==> src/rtl/sdram_pattern_tester.sv <==
// sdram_pattern_tester
//   SDRAM self-test engine driving the sdram_ctrl request interface. After the
//   power-up wait, a start pulse writes a seed-derived pattern over
//   [START_ADDR, END_ADDR], reads the range back one word at a time and
//   compares each word against the regenerated pattern. Nothing is buffered:
//   the expected word is recomputed from (mode, seed, index) during read-back.
//
// Ports
//   clk, reset            : clock (rising edge), synchronous active-high reset
//   start, mode, seed     : start pulse (IDLE only); pattern select and seed,
//                           both latched on start
//   sdram_req/ack         : request to controller, one-cycle acceptance
//   sdram_addr, sdram_rh_wl, sdram_data_w : request address, 1=read 0=write,
//                           write data; held stable until acked
//   sdram_data_r(_en)     : read data and its strobe
//   busy, done, pass, timeout : test status; done/pass/timeout held until
//                           the next start
//   err_cnt               : saturating mismatch count
//   first_err_addr        : address of the first mismatch
//   led                   : 00 init/idle, 01 busy, 55 passed, AA failed
//
// state  | meaning
// -------+-----------------------------------------------------------------
// INIT   | power-up wait, start ignored
// IDLE   | waiting for start
// WR     | write stream; req high = waiting for ack, req low = one-cycle gap
// RD     | read request; req high = waiting for ack, req low = one-cycle gap
// RDATA  | read accepted, waiting for the data strobe
// DONE   | one-cycle wrap-up before returning to IDLE with done set

module sdram_pattern_tester #(
   parameter int ADDR_WIDTH = 24,
   parameter int DATA_WIDTH = 16,
   parameter int START_ADDR = 0,
   parameter int END_ADDR   = 255,
   parameter int INIT_WAIT  = 25000,
   parameter int TIMEOUT    = 1023,
   parameter int ERR_WIDTH  = 16
) (
   input  logic                  clk,
   input  logic                  reset,
   input  logic                  start,
   input  logic [1:0]            mode,
   input  logic [DATA_WIDTH-1:0] seed,
   output logic                  sdram_req,
   input  logic                  sdram_ack,
   output logic [ADDR_WIDTH-1:0] sdram_addr,
   output logic                  sdram_rh_wl,
   output logic [DATA_WIDTH-1:0] sdram_data_w,
   input  logic [DATA_WIDTH-1:0] sdram_data_r,
   input  logic                  sdram_data_r_en,
   output logic                  busy,
   output logic                  done,
   output logic                  pass,
   output logic                  timeout,
   output logic [ERR_WIDTH-1:0]  err_cnt,
   output logic [ADDR_WIDTH-1:0] first_err_addr,
   output logic [7:0]            led
);

   localparam int INIT_W = (INIT_WAIT > 1) ? $clog2(INIT_WAIT) : 1;
   localparam int TMO_W  = (TIMEOUT > 0) ? $clog2(TIMEOUT + 1) : 1;

   // Both timers run downward from their load value to zero; reaching zero is
   // the same instant as an up-counter reaching INIT_WAIT-1 / TIMEOUT.
   localparam logic [INIT_W-1:0]     INIT_LOAD = INIT_W'(INIT_WAIT - 1);
   localparam logic [TMO_W-1:0]      TMO_LOAD  = TMO_W'(TIMEOUT);
   localparam logic [ADDR_WIDTH-1:0] BASE_ADDR = ADDR_WIDTH'(START_ADDR);
   localparam logic [ADDR_WIDTH-1:0] LAST_IDX  = ADDR_WIDTH'(END_ADDR - START_ADDR);

   typedef enum logic [2:0] {
      ST_INIT,
      ST_IDLE,
      ST_WR,
      ST_RD,
      ST_RDATA,
      ST_DONE
   } state_t;

   state_t                state, state_nxt;
   logic [INIT_W-1:0]     init_cnt, init_cnt_nxt;
   logic [TMO_W-1:0]      tmo_cnt, tmo_cnt_nxt;
   logic [ADDR_WIDTH-1:0] idx, idx_nxt;
   logic [1:0]            mode_q, mode_nxt;
   logic [DATA_WIDTH-1:0] seed_q, seed_nxt;

   logic                  req_nxt;
   logic                  rh_wl_nxt;
   logic [ADDR_WIDTH-1:0] addr_nxt;
   logic [DATA_WIDTH-1:0] data_w_nxt;
   logic                  busy_nxt;
   logic                  done_nxt;
   logic                  pass_nxt;
   logic                  timeout_nxt;
   logic [ERR_WIDTH-1:0]  err_cnt_nxt;
   logic [ADDR_WIDTH-1:0] first_err_nxt;
   logic [7:0]            led_nxt;

   logic                  ack_ok;
   logic                  strobe_ok;
   logic [DATA_WIDTH-1:0] exp_word;
   logic [ADDR_WIDTH-1:0] cur_addr;

   function automatic logic [DATA_WIDTH-1:0] pattern(
      input logic [1:0]            m,
      input logic [DATA_WIDTH-1:0] s,
      input logic [ADDR_WIDTH-1:0] i
   );
      logic [DATA_WIDTH-1:0] w;
      case (m)
         2'd0:    w = s;
         2'd1:    w = s + DATA_WIDTH'(i);
         2'd2:    w = s ^ DATA_WIDTH'(BASE_ADDR + i);
         default: w = i[0] ? ~s : s;
      endcase
      return w;
   endfunction

   always_ff @(posedge clk) begin
      if (reset) begin
         state          <= ST_INIT;
         init_cnt       <= INIT_LOAD;
         tmo_cnt        <= TMO_LOAD;
         idx            <= '0;
         mode_q         <= '0;
         seed_q         <= '0;
         sdram_req      <= 1'b0;
         sdram_rh_wl    <= 1'b1;
         sdram_addr     <= '0;
         sdram_data_w   <= '0;
         busy           <= 1'b0;
         done           <= 1'b0;
         pass           <= 1'b0;
         timeout        <= 1'b0;
         err_cnt        <= '0;
         first_err_addr <= '0;
         led            <= 8'h00;
      end else begin
         state          <= state_nxt;
         init_cnt       <= init_cnt_nxt;
         tmo_cnt        <= tmo_cnt_nxt;
         idx            <= idx_nxt;
         mode_q         <= mode_nxt;
         seed_q         <= seed_nxt;
         sdram_req      <= req_nxt;
         sdram_rh_wl    <= rh_wl_nxt;
         sdram_addr     <= addr_nxt;
         sdram_data_w   <= data_w_nxt;
         busy           <= busy_nxt;
         done           <= done_nxt;
         pass           <= pass_nxt;
         timeout        <= timeout_nxt;
         err_cnt        <= err_cnt_nxt;
         first_err_addr <= first_err_nxt;
         led            <= led_nxt;
      end
   end

   always_comb begin
      state_nxt     = state;
      init_cnt_nxt  = init_cnt;
      tmo_cnt_nxt   = tmo_cnt;
      idx_nxt       = idx;
      mode_nxt      = mode_q;
      seed_nxt      = seed_q;
      req_nxt       = sdram_req;
      rh_wl_nxt     = sdram_rh_wl;
      addr_nxt      = sdram_addr;
      data_w_nxt    = sdram_data_w;
      done_nxt      = done;
      timeout_nxt   = timeout;
      err_cnt_nxt   = err_cnt;
      first_err_nxt = first_err_addr;
      busy_nxt      = 1'b0;
      pass_nxt      = 1'b0;
      led_nxt       = 8'h00;
      ack_ok        = 1'b0;
      strobe_ok     = 1'b0;
      exp_word      = pattern(mode_q, seed_q, idx);
      cur_addr      = BASE_ADDR + idx;

      case (state)
         ST_INIT: begin
            if (init_cnt == '0) begin
               state_nxt = ST_IDLE;
            end else begin
               init_cnt_nxt = init_cnt - INIT_W'(1);
            end
         end

         ST_IDLE: begin
            if (start) begin
               state_nxt     = ST_WR;
               mode_nxt      = mode;
               seed_nxt      = seed;
               idx_nxt       = '0;
               err_cnt_nxt   = '0;
               first_err_nxt = '0;
               done_nxt      = 1'b0;
               timeout_nxt   = 1'b0;
               // first write goes out on the very next cycle
               req_nxt       = 1'b1;
               rh_wl_nxt     = 1'b0;
               addr_nxt      = BASE_ADDR;
               data_w_nxt    = pattern(mode, seed, '0);
            end
         end

         ST_WR: begin
            if (sdram_req && sdram_ack) begin
               ack_ok  = 1'b1;
               req_nxt = 1'b0;
               if (idx == LAST_IDX) begin
                  idx_nxt   = '0;
                  state_nxt = ST_RD;
               end else begin
                  idx_nxt = idx + ADDR_WIDTH'(1);
               end
            end else if (tmo_cnt == '0) begin
               timeout_nxt = 1'b1;
               req_nxt     = 1'b0;
               state_nxt   = ST_DONE;
            end else if (!sdram_req) begin
               req_nxt    = 1'b1;
               rh_wl_nxt  = 1'b0;
               addr_nxt   = cur_addr;
               data_w_nxt = exp_word;
            end
         end

         ST_RD: begin
            if (sdram_req && sdram_ack) begin
               ack_ok    = 1'b1;
               req_nxt   = 1'b0;
               state_nxt = ST_RDATA;
            end else if (tmo_cnt == '0) begin
               timeout_nxt = 1'b1;
               req_nxt     = 1'b0;
               state_nxt   = ST_DONE;
            end else if (!sdram_req) begin
               req_nxt   = 1'b1;
               rh_wl_nxt = 1'b1;
               addr_nxt  = cur_addr;
            end
         end

         ST_RDATA: begin
            if (sdram_data_r_en) begin
               strobe_ok = 1'b1;
               if (sdram_data_r != exp_word) begin
                  if (err_cnt == '0) begin
                     first_err_nxt = cur_addr;
                  end
                  if (!(&err_cnt)) begin
                     err_cnt_nxt = err_cnt + ERR_WIDTH'(1);
                  end
               end
               if (idx == LAST_IDX) begin
                  state_nxt = ST_DONE;
               end else begin
                  idx_nxt   = idx + ADDR_WIDTH'(1);
                  state_nxt = ST_RD;
               end
            end else if (tmo_cnt == '0) begin
               timeout_nxt = 1'b1;
               state_nxt   = ST_DONE;
            end
         end

         ST_DONE: begin
            state_nxt = ST_IDLE;
            done_nxt  = 1'b1;
         end

         default: begin
            state_nxt = ST_INIT;
         end
      endcase

      // watchdog restarts on any state change or controller handshake
      if ((state_nxt != state) || ack_ok || strobe_ok) begin
         tmo_cnt_nxt = TMO_LOAD;
      end else if (((state == ST_WR) || (state == ST_RD) || (state == ST_RDATA)) &&
                   (tmo_cnt != '0)) begin
         tmo_cnt_nxt = tmo_cnt - TMO_W'(1);
      end

      busy_nxt = (state_nxt == ST_WR) || (state_nxt == ST_RD) ||
                 (state_nxt == ST_RDATA) || (state_nxt == ST_DONE);
      pass_nxt = done_nxt && (err_cnt_nxt == '0) && !timeout_nxt;

      if (state_nxt == ST_INIT) begin
         led_nxt = 8'h00;
      end else if (busy_nxt) begin
         led_nxt = 8'h01;
      end else if (done_nxt && pass_nxt) begin
         led_nxt = 8'h55;
      end else if (done_nxt) begin
         led_nxt = 8'hAA;
      end else begin
         led_nxt = 8'h00;
      end
   end

endmodule

==> config.mk <==
export PLATFORM = sky130hd
export DESIGN_NAME = sdram_pattern_tester
export DESIGN_NICKNAME = d
export VERILOG_FILES = /design/src/rtl/sdram_pattern_tester.sv
export SDC_FILE = /design/constraint.sdc
export NUM_CORES = 1
export LEC_CHECK = 0
export ABC_AREA = 1
export CAP_MARGIN = 40
export CORE_ASPECT_RATIO = 1.75
export CORE_MARGIN = 1
export CORE_UTILIZATION = 46
export DETAILED_ROUTE_END_ITERATION = 6
export PLACE_DENSITY = 0.71
export SLEW_MARGIN = 20
export SYNTH_ARGS = -nofsm -noshare
export SYNTH_HDL_FRONTEND = slang
export SYNTH_SLANG_ARGS = --single-unit
==> constraint.sdc <==
create_clock -name clk -period 5.9 [get_ports clk]
set_clock_uncertainty 0.1 [all_clocks]
set_input_delay 0.59 -clock clk [delete_from_list [all_inputs] [get_ports clk]]
set_output_delay 0.59 -clock clk [all_outputs]
set_load 0.01 [all_outputs]
## Yosys cells after proc, flatten, opt, wreduce, memory -nomap -nowiden

Cells that the tools add are included.

| operators by class | value |
|---|---|
| reductions and logical operators | 40 |
| equality and inequality tests | 29 |
| muxes and demuxes | 61 |
| bitwise operators | 3 |
| add/subtract/negate cells | 5 |

Operator list:

| cell | number |
|---|---|
| 24-bit two-way mux | 11 |
| 16-bit two-way mux | 9 |
| 24-bit case mux with 2 select lines | 2 |
| 24-bit case mux with 3 select lines | 1 |
| 16-bit case mux with 2 select lines | 2 |
| 16-bit case mux with 3 select lines | 1 |
| 16-bit zero test | 2 |
| 2-bit inequality test, second input constant | 15 |
| 24-bit by 1-bit adder with 24-bit output, second input constant | 1 |
| 24-bit by 8-bit equality test with 1-bit output, second input constant | 1 |
| 3-bit two-way mux | 8 |
| 1-bit two-way mux | 20 |
| 5-bit AND reduction | 4 |
| 3-bit case mux with 6 select lines | 1 |
| 16-bit by 1-bit adder with 16-bit output, second input constant | 1 |
| 16-bit adder | 1 |
| 16-bit inequality test | 1 |
| 16-bit NOT | 1 |
| 16-bit AND reduction | 1 |
| 16-bit XOR | 1 |
| 15-bit zero test | 1 |
| 15-bit by 1-bit subtractor with 15-bit output, second input constant | 1 |
| 3-bit by 2-bit equality test with 1-bit output, second input constant | 4 |
| 3-bit equality test, second input constant | 4 |
| 24 further kinds | 44 |

| word-level totals | value |
|---|---|
| register bits after elaboration | 164 |
| input bits | 39 |

## Logic depth before layout (Yosys ltp)

| logic depth | value |
|---|---|
| depth in word-level cells | 13 |
| depth in mapped cells | 29 |

## Least setup slack after synthesis

OpenSTA, ideal clock, no wires.

| path | value |
|---|---|
| path type | reg2reg |
| start point | register idx[0] |
| end point | register led[5] |
| setup slack | 2,891 ps |
| data required time | 5,691 ps |
| setup time | 109 ps |
| arrival | 2,800 ps |
| stages on the path, launching flop included | 28 |
| buffers on the path | 1 |
| cells stage by stage | dfxtp_1 > ha_1 > inv_1 > fa_1 > inv_1 > nand3_1 > nand3_1 > nand3_1 > nand3_1 > nand3_1 > nand2_1 > nand2_1 > nand2_1 > nand2_1 > inv_1 > nand2_1 > nor2_2 > nand3_4 > buf_6 > nand2_2 > nand2_1 > nand3_2 > nand2_2 > nand3b_1 > nor2_2 > nand3_2 > nand2_1 > inv_1 |

| between the ends | value |
|---|---|
| cells in the longest elaborated chain, start to end | 11 |

Ends and longest elaborated chain:

| item | RTL line | source |
|---|---|---|
| from (decl) | 83 | `logic [ADDR_WIDTH-1:0] idx, idx_nxt;` |
| from (signal assigned) | 142 | `idx <= idx_nxt;` |
| 16-bit adder, or another cell as far along | 112 | `2'd1: w = s + DATA_WIDTH'(i);` |
| 16-bit case mux with 3 select lines | 110 | `case (m)` |
| 16-bit inequality test | 250 | `if (sdram_data_r != exp_word) begin` |
| 16-bit two-way mux | 250 |  |
| 16-bit two-way mux | 248 | `if (sdram_data_r_en) begin` |
| 16-bit case mux with 2 select lines | 182 | `case (state)` |
| 16-bit zero test | 290 | `pass_nxt = done_nxt && (err_cnt_nxt == '0) && !timeout_nxt;` |
| 1-bit logical AND (2 in series) | 290 |  |
| 1-bit logical AND | 296 | `end else if (done_nxt && pass_nxt) begin` |
| 4-bit OR reduction (no line) * | -- |  |
| to (signal assigned) | 155 | `led <= led_nxt;` |
| to (decl) | 58 | `output logic [7:0] led` |

Mark *: on every way between the ends. The rest lies on a longest branch, timed or not.
A chain may end at the register's enable or synchronous reset.

## Worst setup path in the final report

| path | value |
|---|---|
| start point | register seed_q[0] |
| end point | register first_err_addr[23] |

| between the ends | value |
|---|---|
| cells in the longest elaborated chain, start to end | 6 |

Ends and longest elaborated chain:

| item | RTL line | source |
|---|---|---|
| from (decl) | 85 | `logic [DATA_WIDTH-1:0] seed_q, seed_nxt;` |
| from (signal assigned) | 144 | `seed_q <= seed_nxt;` |
| branches (longest 2 deep; another with 16-bit adder) | -- |  |
| 16-bit case mux with 3 select lines * | 110 |  |
| 16-bit inequality test * | 250 |  |
| 2-bit inequality test (no line) * | -- |  |
| 5-bit AND reduction (no line) * | -- |  |
| to (signal assigned) | 154 | `first_err_addr <= first_err_nxt;` |
| to (decl) | 57 | `output logic [ADDR_WIDTH-1:0] first_err_addr,` |

Every way passes the cells marked *.

==> impl_results.md <==
* Status: completed
* DRT iter0 DRCs at 709
* TritonCTS buffer count at 17
* Syn Inst Count at 1,433
* Crit path DAT at 4560 ps
* Ys async rst share at 0
* Critical path peak fanout at 26
* Post-detail-place hpwl at 23,100 um
* Worst Hold Class: reg2reg
* Pin count of the biggest net entering global routing at 71
* I/O Buffers at 132
* Global-route wire length before repair at 47,090 um
* Post-synth EDFFs at 0
* Comb power frac at 0.033
* Sequential area share after synthesis at 0.3400
* Worst hold slack at 366.0 ps
* CTS root buf: clkbuf_16
* Worst path cell trace: ha_1 -> inv_1 -> fa_1 -> inv_1 -> nand3_1 -> nand3_1 -> nand3_1 -> nand3_1 -> nand3_1 -> nand2_1 -> nand2_1 -> nand2_1 -> nand2_1 -> inv_1 -> nand2_1 -> nor2_2 -> nand3_4 -> nand2_4 -> o41ai_4 -> buf_4 -> nand2_1 -> inv_1 -> o21ai_0 -> nor2_1
* CP required at 6090 ps
* Sw Share at 0.2299
* CP max-delay cell: nand2_1
* Clk_lat worst skew at 430 ps
* Slew Viols, Final at 0
* # Max-Cap Violations at 0
* CTS tree: done
* Synthesis-to-finish area growth at 21.58%
* N_diodes at 0
* Layout cell share with drive strength beyond 1 at 0.07157
* Clock network fraction of design power at 0.497
* # resized after CTS at 0
* Hold-fix buffers, CTS at 0
* Syn Area/Cell at 6.534 um^2
* Initial antenna violation count at 0
* Sequential power share at 0.470
* Final net count at 1,598
* Worst stage delay on the critical path at 550 ps
* Fraction of the cycle the final worst path needs at 0.7407
* Max Buffers Root-to-Sink at 2
* Routed WL at 29,980 um
* Post-route setup TNS at 0 ps
* Pre-CTS WS at 1561 ps
* Die X-Extent at 109.8 um
* CP top delay family: simple AND/OR/NAND/NOR gates
* YS warnings at 0
* Worst vdd ir at 0.2089 mV
* GRT overflow at 0
* Primary FF master, synth: dfxtp_1
* Most used cell, CP: nand2_1
* Cell Int Power at 1.764 mW
* Per-cell routed wire length at 16.69 um
* Fillers at 1,951
* Final Worst Setup Slack at 1530 ps
* DIE AREA at 0.02095 mm^2
* Max Fclk at 228.8 MHz
* Post-CTS Setup Bufs at 0
* RSZ-0062 raised after global routing: false
* Vias in the first global route at 9,424
* Worst slew pin tran at 823.9 ps
* Area of the core at 0.01982 mm^2
* Die H at 190.7 um
* Total number of vias at 9,924
* Cell Pwr Density at 201.2 mW/mm^2
* Crit path kind: reg2reg
* Htree depth at 4
* Distinct cells, synth at 56
* CTS clk-pin slew, worst paths at 60 ps
* Initial Utilization at 0.4723
* Syn nets at 1,493
* Final-report setup violation count at 0
* Slew headroom at 0.4487
* Gr usage total at 0.2956
* Yosys reg bits at 159
* Pleak at 4.651 nW
* Period minus WS final at 4370 ps
* Final Hold Vio Count at 0
* Vias/cell at 5.526
* Sink Count at 159
* PnR Total Power at 2.290 mW
* Crit start category: flip-flop
* WP buf/inv at 5
* Crit end category: flip-flop
* Drc violations at 0
* Synthesized area at 0.009363 mm^2
* Row cnt at 68
* Net switching power at 0.5264 mW
* Gpl congestion at 1.004
* 1st-pass router iterations at 5
* I/O pin total at 133
* ANT nets after route at 0
-- state kept, by name, summed over array words and instances (netlist names), 10 cells and up --
name / cells
idx: 24
tmo_cnt: 10
seed_q: 16
err_cnt: 16
sdram_addr: 24
init_cnt: 15
first_err_addr: 24
sdram_data_w: 16
-- cell families after synthesis --
family	Yosys count	share of synthesized area
AOI/OAI and AO/OA	290	0.1688
xor gates and xnor gates	8	0.007484
adders and majority gates	21	0.02887
buffers and inverters	246	0.1092
DFF	159	0.3400
and+or+nand+nor	709	0.3457
-- per-layer routing --
layer,wire length [um],global-route usage,up-vias
met5,0,0,-
met4,1945,0.1990,0
met3,1357,0.04751,99
met2,15730,0.5279,342
met1,10950,0.3091,4529
li1,-,-,4954
-- final cells by class --
| class | count | area, um^2 | share of cell area |
|---|---|---|---|
| multi-input cells | 1028 | 5164 | 0.4536 |
| flip-flops and latches | 159 | 3183 | 0.2796 |
| repair buffers | 143 | 1410 | 0.1239 |
| inverters | 189 | 714.4 | 0.06276 |
| clock buffers | 19 | 452.9 | 0.03979 |
| well taps | 245 | 306.5 | 0.02693 |
| clock inverters | 13 | 152.6 | 0.01341 |
-- final timing paths --
check	depth (start not counted)	endpoint	startpoint	slack [ps]
max	24	first_err_addr[23]	seed_q[0]	1530
min	1	init_cnt[9]	init_cnt[9]	370
max reg2reg	24	first_err_addr[23]	seed_q[0]	1530
min reg2reg	1	init_cnt[9]	init_cnt[9]	370
-- per-stage QoR --
stage / util / cells / area, um^2
floorplan: - / 1433 / 9363
global placement: 0.5416 / 1760 / 10740
detailed placement: 0.5437 / 1764 / 10780
CTS: 0.5742 / 1796 / 11380
global route: 0.5742 / 1796 / 11380
finish: 0.5742 / 1796 / 11380
-- cell usage in the layout (no fill, tap or decap), types with 3 or more instances in the layout --
master	n
dfxtp_1	159
nor2_4	6
nor2_1	119
or2_2	7
a21oi_1	150
inv_6	6
nand2_2	7
a221oi_1	6
nand3_2	5
clkbuf_16	17
xnor2_1	5
nor3_1	26
nor2_2	7
nor3_2	4
o21ai_1	13
ha_1	20
inv_2	14
xor2_1	3
a21oi_2	4
nand3_1	125
nand4_1	36
a31oi_1	5
o21ai_0	94
buf_4	9
nand3b_1	11
nor4_1	11
clkdlybuf4s50_1	131
clkinvlp_4	3
nand2_1	333
inv_1	173
-- synthesized netlist by cell type (5+ instances only) --
master    number  area share
a21oi_1      150       0.080
a221oi_1       6      0.0056
a31oi_1        6      0.0040
buf_2          8      0.0043
buf_4          9      0.0072
buf_6          6      0.0072
clkbuf_1      31       0.012
dfxtp_1      159        0.34
ha_1          20       0.027
inv_1        173       0.069
inv_2         14      0.0056
nand2_1      333        0.13
nand2_2        7      0.0047
nand3_1      125       0.067
nand3_2        5      0.0053
nand3b_1      11      0.0088
nand4_1       36       0.024
nor2_1       119       0.048
nor2_2         7      0.0047
nor2_4         6      0.0072
nor3_1        26       0.014
nor4_1        11      0.0074
o21ai_0       94       0.050
o21ai_1       13      0.0069
or2_2          7      0.0047
xnor2_1        5      0.0047
-- power by group through the flow --
stage          Clock (mW)  Combinational [mW]  Sequential (mW)
6_report             1.14              0.0760             1.08
5_1_grt              1.19              0.0830             1.08
4_1_cts              1.15              0.0756             1.08
3_5_place_dp            0              0.0753             1.10
3_3_place_gp            0              0.0742             1.10
2_1_floorplan           0              0.0340             1.10
No activity file was read; power rests on OpenSTA's default activity.
